[src/rtl/riscv_alu.sv]
// 32-bit RV32 ALU: combinational result/zero/carry/overflow, plus a registered result/zero copy (1-cycle latency).
// No handshake: combinational outputs are always valid and the register captures every clock edge.
module riscv_alu (
  input  logic        clk,
  input  logic        reset_n,
  input  logic [31:0] srca,
  input  logic [31:0] srcb,
  input  logic [2:0]  alucontrol,
  output logic [31:0] aluresult,
  output logic        zero,
  output logic        carry,
  output logic        overflow,
  output logic [31:0] aluresult_q,
  output logic        zero_q
);

  logic        sub;
  logic        addsub;
  logic [31:0] b_eff;
  logic [32:0] sum;
  logic        ovf_raw;
  logic        lt;

  // One shared adder; SLT reuses the subtract path.
  assign sub    = (alucontrol == 3'b110) || (alucontrol == 3'b111);
  assign addsub = (alucontrol == 3'b010) || (alucontrol == 3'b110);
  assign b_eff  = sub ? ~srcb : srcb;
  assign sum    = {1'b0, srca} + {1'b0, b_eff} + {32'b0, sub};

  assign ovf_raw = (srca[31] == b_eff[31]) && (sum[31] != srca[31]);
  assign lt      = sum[31] ^ ovf_raw;

  always_comb begin
    aluresult = 32'h0;
    case (alucontrol)
      3'b000:  aluresult = srca & srcb;
      3'b001:  aluresult = srca | srcb;
      3'b010:  aluresult = sum[31:0];
      3'b011:  aluresult = srca ^ srcb;
      3'b100:  aluresult = srca & ~srcb;
      3'b101:  aluresult = srca | ~srcb;
      3'b110:  aluresult = sum[31:0];
      3'b111:  aluresult = {31'b0, lt};
      default: aluresult = 32'h0;
    endcase
  end

  assign zero     = (aluresult == 32'h0);
  assign carry    = addsub ? sum[32] : 1'b0;
  assign overflow = addsub ? ovf_raw : 1'b0;

  always_ff @(posedge clk) begin
    if (!reset_n) begin
      aluresult_q <= 32'h0;
      zero_q      <= 1'b0;
    end else begin
      aluresult_q <= aluresult;
      zero_q      <= zero;
    end
  end

endmodule

[config.mk]
export PLATFORM = sky130hd
export DESIGN_NAME = riscv_alu
export DESIGN_NICKNAME = d
export VERILOG_FILES = /design/src/rtl/riscv_alu.sv
export SDC_FILE = /design/constraint.sdc
export NUM_CORES = 1
export LEC_CHECK = 0
export BUFFER_PORTS_ARGS = -buffer_cell sky130_fd_sc_hd__buf_2
export CAP_MARGIN = 40
export CORE_MARGIN = 1.5
export CORE_UTILIZATION = 59
export CTS_CLUSTER_SIZE = 25
export DETAILED_ROUTE_END_ITERATION = 10
export GPL_ROUTABILITY_DRIVEN = 0
export GPL_TIMING_DRIVEN = 1
export PLACE_DENSITY = 0.88
export SYNTH_ARGS = -nofsm -noshare
export SYNTH_HDL_FRONTEND = slang
export SYNTH_SLANG_ARGS = --single-unit
[constraint.sdc]
create_clock -name clk -period 11.6 [get_ports clk]
set_input_delay 0.58 -clock clk [delete_from_list [all_inputs] [get_ports clk]]
set_output_delay 0.58 -clock clk [all_outputs]
set_load 0.005 [all_outputs]
### Word level (Yosys, flattened, before mapping)

Cells that the tools add are included.

| storage, ports and cells | value |
|---|---|
| logic and storage cells | 30 |
| output and inout port bits | 68 |
| register bits after elaboration | 33 |

| cells by class | value |
|---|---|
| equal/unequal tests | 9 |
| reductions and logical operators | 6 |
| bitwise gates (word level) | 7 |
| mux-type cells | 4 |
| add/subtract/negate cells | 2 |

Operator list:

| operator | number |
|---|---|
| one-hot mux 32 bit (7 select lines) | 1 |
| AND 32 bit | 2 |
| bitwise OR 32 bit | 2 |
| adder 32 x 32 -> 33 bit | 1 |
| adder 33 x 1 -> 33 bit | 1 |
| logical NOT 32 bit | 1 |
| 2-to-1 mux 32 bit | 1 |
| NOT 32 bit | 1 |
| bitwise XOR 32 bit | 1 |
| == test 3 bit, second input constant | 4 |
| == test 3 x 2 -> 1 bit, second input constant | 2 |
| == test 3 x 1 -> 1 bit, second input constant | 1 |
| logical NOT 3 bit | 1 |
| logical OR 1 bit | 2 |
| 2-to-1 mux 1 bit | 2 |
| OR reduction 2 bit | 1 |
| == test 1 bit | 1 |
| logical AND 1 bit | 1 |
| != test 1 bit | 1 |
| bitwise XOR 1 bit | 1 |

### Longest topological paths before layout

Gate-level depths: netlist of the first run.

| logic depth | value |
|---|---|
| word-level depth | 10 |
| gate-level depth with buffers | 19 |
| depth with buffers taken out | 13 |

### Least setup slack after synthesis of the first run

No wires, ideal clock.

| timing path | value |
|---|---|
| kind | input port to output port |
| start | in alucontrol[2] |
| end | out zero |
| path buffers | 6 |
| arrival | 4.273 ns |
| path slack | 6.747 ns |
| cell stages on the path | 18 |
| cells stage by stage | buf_2 > buf_2 > buf_2 > buf_1 > nand2_1 > buf_1 > xnor2_1 > ha_1 > clkbuf_1 > a21oi_2 > o21ai_1 > a221oi_2 > nand2_1 > o22a_1 > xor2_1 > o41ai_1 > nand4_1 > nor2_1 |

| on the way | value |
|---|---|
| word-level cells in the longest chain between the ends | 10 |
| elaborated cells on any way between the ends | 19 |

Ends and longest elaborated chain:

| what | RTL line | text |
|---|---|---|
| start: declaration | 8 | `input logic [2:0] alucontrol,` |
| == test 3 bit | 25, 35 |  |
| logical OR 1 bit | 25 | `assign sub = (alucontrol == 3'b110) \|\| (alucontrol == 3'b111);` |
| 2-to-1 mux 32 bit | 27 | `assign b_eff = sub ? ~srcb : srcb;` |
| adder 32 x 32 -> 33 bit | 28 | `assign sum = {1'b0, srca} + {1'b0, b_eff} + {32'b0, sub};` |
| adder 33 x 1 -> 33 bit | 28 |  |
| != test 1 bit | 30 | `assign ovf_raw = (srca[31] == b_eff[31]) && (sum[31] != srca[31]);` |
| logical AND 1 bit | 30 |  |
| bitwise XOR 1 bit | 31 | `assign lt = sum[31] ^ ovf_raw;` |
| one-hot mux 32 bit (7 select lines) * | 35 | `case (alucontrol)` |
| logical NOT 32 bit * | 48 | `assign zero = (aluresult == 32'h0);` |
| end: declaration | 10 | `output logic zero,` |

Every way passes the cells marked *; elsewhere a longest branch is shown, timed or not.

### Worst setup path in the final report of the first run

| timing path | value |
|---|---|
| start | in alucontrol[1] |
| end | out zero |

The elaborated chain is that of the path after synthesis.

==> run_results.csv, run 1 <==
group,metric,value,unit
pwr,vdd_drop_max,0.0378,mV
logic_synthesis,synth_cells,751,
worst_setup_path,startpoint_type,"input port",
floorplan,fp.dieW,96.5,um
floorplan,die_h,96.5,um
detailed_routing,wirelength,17.1,mm
sta,finalHoldViolCount,0,
placed_design,place_area,5840,um2
floorplan,start_util,61.9,%
logic_synthesis,syn-cell-area,5160,um2
status,status,"completed",
sta,setup_violations,0,
logic_synthesis,avgSynthCellArea,6.87,um2
grt,antenna_found_initial,0,
layout,nNetsFinal,957,
clocking,clockBufferDepth,2,
clocking,hold_buffers,0,
pwr,p_leak,2.64,nW
detailed_routing,viasPerCell,6.67,
hold_path,hold_path.class,"in -> reg",
worst_setup_path,worstSetupPathType,"in -> out",
logic_synthesis,ys_ff_latch,33,
logic_synthesis,synth_commonest_cells,"87 x a21oi_1, 63 x nor2_1, 50 x nand2_1",
detailed_routing,route.detailed.drc,0,
clocking,cts_buffers,5,
placed_design,portBuffers,136,
worst_setup_path,crit_fanout,44,
layout,diodes,0,
floorplan,num_io_pins,137,
worst_setup_path,arrival,5.43,ns
sta,slew_headroom,34.7,%
layout,design_area,5940,um2
grt,grt_overflow,0,
placed_design,place_inst,951,
logic_synthesis,synth_cell_types,66,
run,drv_cap,0,
detailed_routing,ant_nets,0,
sta,fin_crit_sh,51.8,%
clocking,cts_sinks,33,
logic_synthesis,synth_top_cell_area_share,12.8,%
logic_synthesis,synth_enable_flop_cells,0,
grt,grt_pass1_vias,5912,
floorplan,core,8340,um2
floorplan,rows,33,
logic_synthesis,yosysTopAreaCell,"dfxtp_1",
sta,finalCriticalPeriod,6.01,ns
worst_setup_path,crit_end,"zero",
logic_synthesis,synthFlopType,"dfxtp_1",
grt,grt_pass1_wl,27.4,mm
logic_synthesis,yosysMostFrequentCell,"a21oi_1",
clocking,cts_setup_buffers,0,
clocking,clkSlewWorstSetupHoldPaths,0.06,ns
worst_setup_path,worstPathRequired,11.02,ns
floorplan,dieArea,9310,um2
placed_design,dp_hpwl,13.2,mm
layout,drive_gt1_share,19.7,%
detailed_routing,wl_per_cell,17.8,um
logic_synthesis,yosysWarningCount,0,
sta,slew_viol_final,0,
sta,fmax,0.167,GHz
layout,final_cells,959,
detailed_routing,drtIter0Drc,721,
sta,holdWs,0.710,ns
grt,grtUsageTotal,37.0,%
worst_setup_path,cp-end-kind,"output pin",
sta,fin_setup_tns,0,ns
clocking,cts_tree,"built",
logic_synthesis,yosysSeqAreaShare,12.8,%
clocking,post_cts_resized,0,
sta,setup_ws,5.59,ns
logic_synthesis,synthArstFlopShare,0,%
sta,worst_pin_slew,0.968,ns
pwr,power_per_cell_area,97.7,nW/um2
logic_synthesis,ys_top_cells_by_area,"dfxtp_1 13%, a21oi_1 8.4%, ha_1 8.2%, xnor2_1 6.8%, xor2_1 5.8%",
sta,rsz0062_at_grt,"false",
placed_design,pre_cts_slack,5.73,ns
logic_synthesis,syn_nets,855,
layout,layout-area-overhead-vs-synth,15.1,%
worst_setup_path,crit_path_start,"alucontrol[1]",
clocking,htree_levels,2,
detailed_routing,num_vias,6396,
detailed_routing,drt_pass1_iterations,9,
clocking,cts_root_buf,"clkbuf_8",
grt,grt_max_degree,72,
-- routing by layer --
| metal | routed length (um) | part of all wire, % | vias to the layer above | global-route usage, % |
|---|---|---|---|---|
| met4 | 716 | 4.2 | 0 | 17.3 |
| met2 | 7480 | 44 | 468 | 58.9 |
| met5 | 0 | 0 | - | 0 |
| met1 | 6730 | 39 | 2886 | 47.9 |
| li1 | - | - | 2951 | - |
| met3 | 2190 | 13 | 91 | 7.04 |
-- cell usage in the layout (no fill, tap or decap), types with 4 or more instances in the layout --
cell / instances
clkbuf_8: 7
o21a_1: 10
nor2b_1: 13
nor2_1: 63
xor2_1: 34
a21oi_2: 4
a21o_1: 11
nand4_1: 21
nand3_1: 14
dfxtp_1: 33
a221o_1: 5
buf_2: 136
a211oi_1: 10
inv_1: 39
and4_1: 4
and3_1: 8
o21ai_1: 4
or4_1: 6
nand2b_1: 8
o211ai_1: 23
or3_1: 16
o41ai_1: 4
o21ai_0: 49
and2_1: 21
a31oi_1: 9
nand2_1: 50
o311ai_0: 6
nor4_1: 7
a221oi_1: 4
o21bai_1: 5
xnor2_1: 40
a21oi_1: 87
nor3_1: 13
ha_1: 34
buf_4: 7
-- power breakdown --
| part | internal [W] | switching [W] | leakage (nW) |
|---|---|---|---|
| Clock | 0.0000535 | 0.0000383 | 0.0542 |
| Combinational | 0.000138 | 0.000223 | 2.31 |
| Sequential | 0.000125 | 0.00000235 | 0.274 |
| Total | 0.000317 | 0.000264 | 2.64 |
-- sequential cells by signal (all words and copies together) (netlist names) --
signal       flops
aluresult_q     32
zero_q           1
-- cells by family after synthesis --
logic type               Yosys count  share of synthesized area [%]
flip-flops                        33                           12.8
adder cells (fa/ha/maj)           35                           8.63
AND/OR/NAND/NOR                  255                           25.6
multiplexers                       5                           1.09
buffers and inverters             87                           6.57
XOR/XNOR                          74                           12.6
AO/OA/AOI/OAI                    262                           32.7
-- per-stage QoR --
step                      utilization [%]  total power (W)
after floorplan                         -         0.000362
after global placement               70.0         0.000465
after detailed placement             70.0         0.000477
after CTS                            71.2         0.000570
after global routing                 71.2         0.000619
final                                71.2         0.000580
-- final cells by class --
cell class | instances | area, um2
multi-input combinational | 631 | 4160
fill | 685 | 2400
timing repair buffer | 143 | 733
sequential | 33 | 661
inverter | 39 | 146
tap | 105 | 131
clock buffer | 7 | 96.3
clock inverter | 1 | 5.00
-- worst max-delay path, cell delays in order --
cell,delay (ns)
buf_2,0.62
nand2_1,0.74
buf_4,0.48
xnor2_1,0.17
ha_1,0.33
o21ai_0,0.13
a221o_1,0.40
a2111o_1,0.48
nand2_1,0.13
o22a_1,0.22
xor2_1,0.11
o41ai_1,0.51
nand4_1,0.21
nor2_1,0.15
buf_2,0.13
-- how the worst min path moves through the flow --
stage | end | slack, ns | cells after the start | from
after floorplan | aluresult_q[0] | 0.70 | 1 | reset_n
after global placement | aluresult_q[13] | 0.96 | 1 | aluresult_q[13]
after detailed placement | aluresult_q[27] | 0.95 | 1 | aluresult_q[27]
after CTS | aluresult_q[11] | 0.70 | 2 | reset_n
after global routing | aluresult_q[18] | 0.72 | 2 | reset_n
final | aluresult_q[11] | 0.71 | 2 | reset_n
Note: power is estimated with default switching activity, not from simulation.
==> inputs of run 2 (changes only) <==
- CORE_UTILIZATION: 59 -> 55
- PLACE_DENSITY: 0.88 -> 0.83
- clock period: 11.6 -> 5.6 ns (I/O delays scaled with it)
==> run_results.csv, run 2 (synthesized netlist as in run 1, its figures left out) <==
group,metric,value,unit
worst_setup_path,worstSetupPathType,"in -> out",
grt,grt_busiest_layer,"met2",
worst_setup_path,crit_fanout,31,
worst_setup_path,crit_path_cell_trace,"buf_2, nand2_1, buf_4, xnor2_1, ha_1, a21oi_1, o21ai_0, a21boi_1, a21oi_1, nor4_1, a211oi_1, o41ai_1, nand4_1, nor2_1, buf_2",
worst_setup_path,crit_path_start,"alucontrol[1]",
clocking,cts_root_buf,"clkbuf_8",
grt,grtUsageTotal,33.8,%
floorplan,rows,35,
grt,use_met2,52.7,%
detailed_routing,wirelength,17.6,mm
layout,utilization,64.9,%
floorplan,num_io_pins,137,
worst_setup_path,worstPathRequired,5.32,ns
sta,rsz0062_at_grt,"false",
clocking,htree_levels,2,
hold_path,hold_path.class,"in -> reg",
worst_setup_path,cp.buffers_inverters,3,
layout,largest_reg_flops,32,
sta,setup_violations,0,
sta,fin_crit_sh,76.3,%
sta,setup_ws,1.33,ns
clocking,hold_buffers,0,
clocking,cts_sinks,33,
clocking,post_cts_resized,0,
hold_path,hold_path_depth,2,
layout,largest_register,"aluresult_q",
sta,finalHoldViolCount,0,
status,status,"completed",
pwr,p_leak,2.64,nW
floorplan,start_util,56.4,%
placed_design,dp_hpwl,13.9,mm
pwr,p_clk_share,14.0,%
layout,nNetsFinal,959,
clocking,cts_setup_buffers,0,
detailed_routing,drt_pass1_iterations,6,
floorplan,fp.dieW,99.8,um
pwr,power_frac_comb,63.8,%
worst_setup_path,cp_top_family,"compound AO/OA/AOI/OAI gates",
placed_design,portBuffers,136,
clocking,cts_buffers,5,
run,drv_cap,0,
layout,reg_top3,"aluresult_q x32, zero_q x1",
pwr,internal-power,0.000633,W
worst_setup_path,cp-end-kind,"output pin",
detailed_routing,drtIter0Drc,813,
grt,grt_use_met3,7.94,%
detailed_routing,route.detailed.drc,0,
grt,grt_pass1_vias,5575,
layout,diodes,0,
pwr,pwr-share-seq,22.2,%
layout,drive_gt1_share,19.7,%
pwr,swShare,46.7,%
sta,fin_setup_tns,0,ns
detailed_routing,num_vias,6389,
worst_setup_path,path_depth,15,
clocking,cts_tree,"built",
grt,grt_overflow,0,
pwr,vdd_drop_max,0.0960,mV
detailed_routing,viasPerCell,6.61,
grt,antenna_found_initial,0,
floorplan,core,9150,um2
grt,grt_pass1_wl,27.4,mm
worst_setup_path,startpoint_type,"input port",
sta,slew_viol_final,0,
layout,mostFrequentLayoutCell,"buf_2",
clocking,clockBufferDepth,2,
layout,final_cells,967,
worst_setup_path,cpPeakStageDelay,0.48,ns
sta,fmax,0.234,GHz
worst_setup_path,arrival,3.99,ns
layout,layout-area-overhead-vs-synth,15.2,%
detailed_routing,wl_per_cell,18.2,um
pwr,power_per_cell_area,200,nW/um2
floorplan,dieArea,9970,um2
grt,met1_usage,46.7,%
floorplan,die_h,99.8,um
worst_setup_path,critPathSlowestCell,"o41ai_1",
grt,grt_max_degree,48,
layout,n_fill_cell,816,
pwr,p_switching,0.000554,W
worst_setup_path,crit_end,"zero",
sta,worst_pin_slew,1.01,ns
detailed_routing,ant_nets,0,
clocking,clkSlewWorstSetupHoldPaths,0.06,ns
placed_design,pre_cts_slack,1.50,ns
sta,finalCriticalPeriod,4.27,ns
sta,slew_headroom,32.1,%
layout,layout_common_cells,"136 x buf_2, 87 x a21oi_1, 63 x nor2_1",
placed_design,place_inst,959,
-- run 2: changes by cell type in the layout (fill, tap and decap cells not counted) --
cell | before | now
clkbuf_8 | 7 | 5
clkbuf_1 | 0 | 1
clkinv_2 | 1 | 2
buf_4 | 7 | 9
-- run 2: power by group through the flow --
| stage | logic [W] | clock network, W | registers [W] |
|---|---|---|---|
| after CTS | 0.000729 | 0.000170 | 0.000264 |
| after global routing | 0.000816 | 0.000177 | 0.000266 |
| after global placement | 0.000704 | 0 | 0.000269 |
| after detailed placement | 0.000726 | 0 | 0.000270 |
| final | 0.000757 | 0.000166 | 0.000264 |
| after floorplan | 0.000477 | 0 | 0.000274 |
-- run 2: area by class of cell --
| type | count | area (um2) | area share (%) |
|---|---|---|---|
| Multi-Input combinational cell | 631 | 4160 | 70.1 |
| Inverter | 39 | 146 | 2.46 |
| Clock inverter | 2 | 10.0 | 0.168 |
| Timing Repair Buffer | 145 | 748 | 12.6 |
| Sequential cell | 33 | 661 | 11.1 |
| Clock buffer | 6 | 72.6 | 1.22 |
| Tap cell | 111 | 139 | 2.34 |
-- run 2: routing by layer --
layer / vias to the layer above / part of all wire (%)
li1: 2955 / -
met1: 2887 / 41
met2: 478 / 43
met3: 69 / 13
met4: 0 / 2.8
met5: - / 0
-- run 2: worst min path at each step --
| stage | start | end | slack (ns) |
|---|---|---|---|
| CTS | reset_n | aluresult_q[25] | 0.38 |
| finish | reset_n | aluresult_q[7] | 0.38 |
| floorplan | reset_n | aluresult_q[0] | 0.40 |
| detailed placement | aluresult_q[12] | aluresult_q[12] | 0.65 |
| global placement | aluresult_q[25] | aluresult_q[25] | 0.66 |
| global route | reset_n | aluresult_q[8] | 0.40 |
-- run 2: per-stage QoR --
step,instance area [um2],hold WS [ns],total power (W)
global placement,5860,0.655,0.000973
global route,5940,0.404,0.00126
floorplan,5160,0.402,0.000751
finish,5940,0.382,0.00119
detailed placement,5860,0.655,0.000995
CTS,5940,0.380,0.00116
